$ cat src/rtl/spi_master_driver.sv
// rtl/spi_master_driver.sv - SPI master frame driver: 10-bit command/payload out, optional 8-bit read-back
// One bit per clk; all pin-level outputs come straight from flops.
module spi_master_driver #(
  parameter int RD_WAIT = 2
) (
  input  logic       clk,
  input  logic       a_rst_n,
  input  logic       start,
  input  logic [1:0] cmd,
  input  logic [7:0] wdata,
  input  logic       MISO,
  output logic       SS_n,
  output logic       MOSI,
  output logic       busy,
  output logic       done,
  output logic [7:0] rd_data,
  output logic       rd_valid
);

  localparam logic [2:0] IDLE      = 3'd0;
  localparam logic [2:0] SELECT    = 3'd1;
  localparam logic [2:0] SHIFT_OUT = 3'd2;
  localparam logic [2:0] WAIT_RD   = 3'd3;
  localparam logic [2:0] SHIFT_IN  = 3'd4;
  localparam logic [2:0] END       = 3'd5;

  localparam logic [3:0] WAIT_LAST = 4'(RD_WAIT - 1);

  logic [2:0] state_q, state_d;
  logic [3:0] cnt_q, cnt_d;
  logic [9:0] tx_q, tx_d;
  logic [7:0] rx_q, rx_d;
  logic       rd_q, rd_d;
  logic       ss_n_q, ss_n_d;
  logic       mosi_q, mosi_d;
  logic       done_q, done_d;
  logic       rd_valid_q, rd_valid_d;
  logic [7:0] rd_data_q, rd_data_d;

  always_comb begin
    state_d    = state_q;
    cnt_d      = cnt_q;
    tx_d       = tx_q;
    rx_d       = rx_q;
    rd_d       = rd_q;
    rd_data_d  = rd_data_q;
    mosi_d     = 1'b0;
    done_d     = 1'b0;
    rd_valid_d = 1'b0;
    case (state_q)
      IDLE: begin
        if (start) begin
          tx_d    = {cmd, wdata};
          rd_d    = (cmd == 2'b11);
          cnt_d   = 4'd0;
          mosi_d  = cmd[1];
          state_d = SELECT;
        end
      end
      SELECT: begin
        cnt_d   = 4'd0;
        mosi_d  = tx_q[9];
        state_d = SHIFT_OUT;
      end
      SHIFT_OUT: begin
        if (cnt_q == 4'd9) begin
          cnt_d   = 4'd0;
          state_d = rd_q ? WAIT_RD : END;
          done_d  = !rd_q;
        end else begin
          // Shift first so the next MSB is always at bit 8 when presented.
          cnt_d  = cnt_q + 4'd1;
          tx_d   = {tx_q[8:0], 1'b0};
          mosi_d = tx_q[8];
        end
      end
      WAIT_RD: begin
        if (cnt_q == WAIT_LAST) begin
          cnt_d   = 4'd0;
          state_d = SHIFT_IN;
        end else begin
          cnt_d = cnt_q + 4'd1;
        end
      end
      SHIFT_IN: begin
        rx_d = {rx_q[6:0], MISO};
        if (cnt_q == 4'd7) begin
          cnt_d      = 4'd0;
          state_d    = END;
          done_d     = 1'b1;
          rd_valid_d = 1'b1;
          rd_data_d  = {rx_q[6:0], MISO};
        end else begin
          cnt_d = cnt_q + 4'd1;
        end
      end
      END: begin
        state_d = IDLE;
      end
      default: begin
        state_d = IDLE;
      end
    endcase
    ss_n_d = (state_d == IDLE) || (state_d == END);
  end

  always_ff @(posedge clk) begin
    if (!a_rst_n) begin
      state_q    <= IDLE;
      cnt_q      <= 4'd0;
      tx_q       <= 10'd0;
      rx_q       <= 8'd0;
      rd_q       <= 1'b0;
      ss_n_q     <= 1'b1;
      mosi_q     <= 1'b0;
      done_q     <= 1'b0;
      rd_valid_q <= 1'b0;
      rd_data_q  <= 8'h00;
    end else begin
      state_q    <= state_d;
      cnt_q      <= cnt_d;
      tx_q       <= tx_d;
      rx_q       <= rx_d;
      rd_q       <= rd_d;
      ss_n_q     <= ss_n_d;
      mosi_q     <= mosi_d;
      done_q     <= done_d;
      rd_valid_q <= rd_valid_d;
      rd_data_q  <= rd_data_d;
    end
  end

  assign SS_n     = ss_n_q;
  assign MOSI     = mosi_q;
  assign busy     = (state_q != IDLE);
  assign done     = done_q;
  assign rd_valid = rd_valid_q;
  assign rd_data  = rd_data_q;

endmodule

$ cat config.mk
export PLATFORM = sky130hd
export DESIGN_NAME = spi_master_driver
export DESIGN_NICKNAME = d
export VERILOG_FILES = /design/src/rtl/spi_master_driver.sv
export SDC_FILE = /design/constraint.sdc
export NUM_CORES = 1
export LEC_CHECK = 0
export CAP_MARGIN = 20
export CORE_MARGIN = 2
export CORE_UTILIZATION = 52
export CTS_CLUSTER_SIZE = 16
export DETAILED_ROUTE_END_ITERATION = 16
export PLACE_DENSITY = 0.78
export SLEW_MARGIN = 20
export SYNTH_ARGS = -nofsm -noshare
export SYNTH_HDL_FRONTEND = slang
export SYNTH_SLANG_ARGS = --single-unit
export TNS_END_PERCENT = 5
$ cat constraint.sdc
create_clock -name clk -period 2.1 [get_ports clk]
set_input_delay 0.42 -clock clk [delete_from_list [all_inputs] [get_ports clk]]
set_output_delay 0.42 -clock clk [all_outputs]
set_load 0.005 [all_outputs]
==> impl_metrics.json <==
{
  "maxCapViolations": 0,
  "syn-instance-count": 190,
  "stdcell_area_um2": 2092,
  "synth_top_flop_cell": "dfxtp_1",
  "fillers": 279,
  "postLayoutCoreUtil": 0.6742,
  "p_leak_nw": 0.8763,
  "clock_latency_ns": 0.35,
  "pwr-share-seq": 0.519,
  "cts_made_buffers": 5,
  "htreeDepth": 2,
  "r2r_cells": 5,
  "busiest_layer": "met2",
  "power_mw": 1.490,
  "holdCritStartpoint": "rd_data[3]$_SDFFE_PN0P_",
  "cts_tree": "built",
  "finalMaxSlewViolations": 0,
  "dr_total_vias": 1401,
  "path_class": "flop to primary output",
  "drive_gt1_frac": 0.1111,
  "wire_per_inst_um": 13.53,
  "fin_crit_sh": 0.9419,
  "synth_seq_cells": 37,
  "placed_cells": 252,
  "cts_root_buffer": "clkbuf_4",
  "r2r_end": "rd_data[2]$_SDFFE_PN0P_",
  "async_flop_share": 0,
  "p_int_mw": 1.129,
  "tightest_slew_ns": 0.4211,
  "grt_use_met1": 0.2399,
  "port_buffers": 26,
  "start_util": 0.5536,
  "coreArea_um2": 3103,
  "ys_seq_area_frac": 0.4312,
  "first_iter_violations": 41,
  "rsz0062_at_grt": "no",
  "place_area_um2": 1999,
  "grt_use_met2": 0.3374,
  "setup_tns_ns": 0,
  "finClkSkew_ns": 0.006973,
  "yosysWarningCount": 0,
  "r2r-start": "state_q[2]$_SDFF_PN0_",
  "postRouteWirelength_um": 3517,
  "die_area_um2": 3779,
  "firstDrtPassIters": 4,
  "met3_usage": 0.07353,
  "crit_arrival_ns": 1.56,
  "combPwrFrac": 0.132,
  "ff2ff_setup_slack_ns": 0.27,
  "clock_power_share": 0.349,
  "overflow": 0,
  "holdPathStages": 2,
  "cts_num_sinks": 37,
  "grt_max_degree": 27,
  "instances_no_fill": 260,
  "n_antenna_cell": 0,
  "switchingPower_mw": 0.3615,
  "required_ns": 1.68,
  "ir_drop_uv": 433.7,
  "avgSynthCellArea_um2": 9.042,
  "syn-cell-area_um2": 1718,
  "fmax_mhz": 505.5,
  "synth.distinct_cells": 43,
  "synth_edf_count": 0,
  "clk_path_buf_depth": 2,
  "powerDensity_nw_per_um2": 712.5,
  "finalSetupViolCount": 0,
  "antenna_found_initial": 0,
  "rows": 20,
  "drc": 0,
  "ant_nets": 0,
  "grt_pass1_vias": 1271,
  "outcome": "completed",
  "via_per_inst": 5.388,
  "die_width_um": 61.48,
  "grt_pass1_wl_um": 5526,
  "dieHeight_um": 61.48,
  "grt_usage": 0.2053,
  "worstHoldPathType": "flop to flop",
  "dpl.hpwl_um": 2491,
  "nets": 231,
  "cts.clk_slew.worst_paths_ns": 0.11,
  "hold_path_end": "rd_data[3]$_SDFFE_PN0P_",
  "cp-end-kind": "primary output",
  "crit_path_max_fanout": 7,
  "io_pins": 27,
  "switching_share": 0.2426,
  "startpoint_type": "flop",
  "min_period_ns": 1.978,
  "syn_to_final_growth_pct": 21.78,
  "slew_headroom": 0.7163,
  "syn_nets": 206,
  "gp_congestion": 0.8618,
  "finalHoldViolCount": 0
}
==> cells in the final DEF (no fill, tap or decap), types with 2 or more instances in the layout <==
cell and count:
and2_1 5, dfxtp_2 2, buf_4 5, a21boi_0 17
a21oi_1 4, clkbuf_4 5, ha_1 2, nor3_2 2
o21ai_0 5, nand2_1 48, nor2b_1 5, mux2i_1 10
nand3_1 4, o211a_1 9, clkdlybuf4s50_1 26, dfxtp_1 35
xor2_1 2, inv_1 3
==> metrics by stage <==
step	hold WS, ns	worst slack, ns
3_5_place_dp	0.4577	0.2929
6_report	0.4678	0.1220
3_3_place_gp	0.4490	0.3321
2_1_floorplan	0.4412	0.4348
5_1_grt	0.5003	0.004355
4_1_cts	0.4728	0.03518
==> worst max-delay path, cell delays in order, from the launching register on <==
cell	delay (ns)
dfxtp_1	0.42
nor3_2	0.28
inv_1	0.06
clkdlybuf4s50_1	0.44
==> synthesized netlist by cell type, types with 2 or more instances <==
master | instances | area (um^2)
o211a_1 | 9 | 90.09
nor3b_1 | 2 | 15.01
clkbuf_1 | 4 | 15.01
nand2_1 | 48 | 180.2
nand3_1 | 4 | 20.02
inv_1 | 3 | 11.26
xor2_1 | 2 | 17.52
buf_6 | 2 | 22.52
mux2i_1 | 10 | 100.1
and2_1 | 5 | 31.28
a21oi_1 | 4 | 20.02
nor3_1 | 2 | 10.01
o21ai_0 | 5 | 25.02
a21boi_0 | 17 | 127.6
buf_2 | 3 | 15.01
buf_4 | 2 | 15.01
ha_1 | 2 | 25.02
dfxtp_1 | 37 | 740.7
nor2b_1 | 5 | 31.28
==> power groups by stage <==
stage	Clock, mW	Sequential [mW]	Combinational [mW]
after global routing	0.571	0.777	0.217
after detailed placement	0	0.787	0.194
after CTS	0.528	0.772	0.197
final	0.520	0.774	0.197
after floorplan	0	0.769	0.144
after global placement	0	0.784	0.188
==> layer usage <==
layer | vias up | share of wire
met3 | 8 | 0.056
met4 | 0 | 0.020
met1 | 647 | 0.44
met2 | 39 | 0.48
met5 | - | 0
li1 | 707 | -
==> logic make-up (layout without fill, tap and decap cells) <==
group           count (synthesis)  in the layout  share of synthesized area
fa+ha+maj                       2              2                    0.01456
buf+inv                        17             43                    0.05315
compound gates                 43             43                     0.1945
mux                            10             10                    0.05827
xor+xnor                        3              3                    0.01530
simple gates                   78             78                     0.2331
flops                          37             37                     0.4312
==> state kept, by name, summed over array words and instances (netlist names) <==
name      count
tx_q         10
rd_data       8
rx_q          7
cnt_q         4
state_q       3
MOSI          1
SS_n          1
done          1
rd_q          1
rd_valid      1
==> how the worst max path moves through the flow <==
| stage | startpoint | to | slack (ns) | depth (start not counted) |
|---|---|---|---|---|
| detailed placement | a_rst_n | MOSI$_SDFF_PN0_ | 0.29 | 4 |
| finish | state_q[2]$_SDFF_PN0_ | busy | 0.12 | 3 |
| global placement | start | cnt_q[2]$_SDFFE_PN0P_ | 0.33 | 5 |
| floorplan | cnt_q[0]$_SDFFE_PN0P_ | SS_n$_SDFF_PN1_ | 0.43 | 7 |
| global route | state_q[2]$_SDFF_PN0_ | busy | 0.004 | 3 |
| CTS | state_q[1]$_SDFF_PN0_ | busy | 0.04 | 3 |
==> layout make-up <==
class,count,area (um^2),area share
Multi-Input combinational cell,136,895.9,0.4282
Sequential cell,37,743.2,0.3553
Timing Repair Buffer,31,297.8,0.1423
Clock buffer,7,55.05,0.02632
Tap cell,44,55.05,0.02632
Clock inverter,1,30.03,0.01435
Inverter,4,15.01,0.007177
==> what timing repair did <==
| item | 4_1_cts | 5_1_grt |
|---|---|---|
| hold buffers | 0 | 0 |
| setup buffers | 0 | 0 |
| resized for setup | 1 | 2 |
| endpoints found under the setup margin | 1 | 1 |
Note: power is estimated with default switching activity, not from simulation.
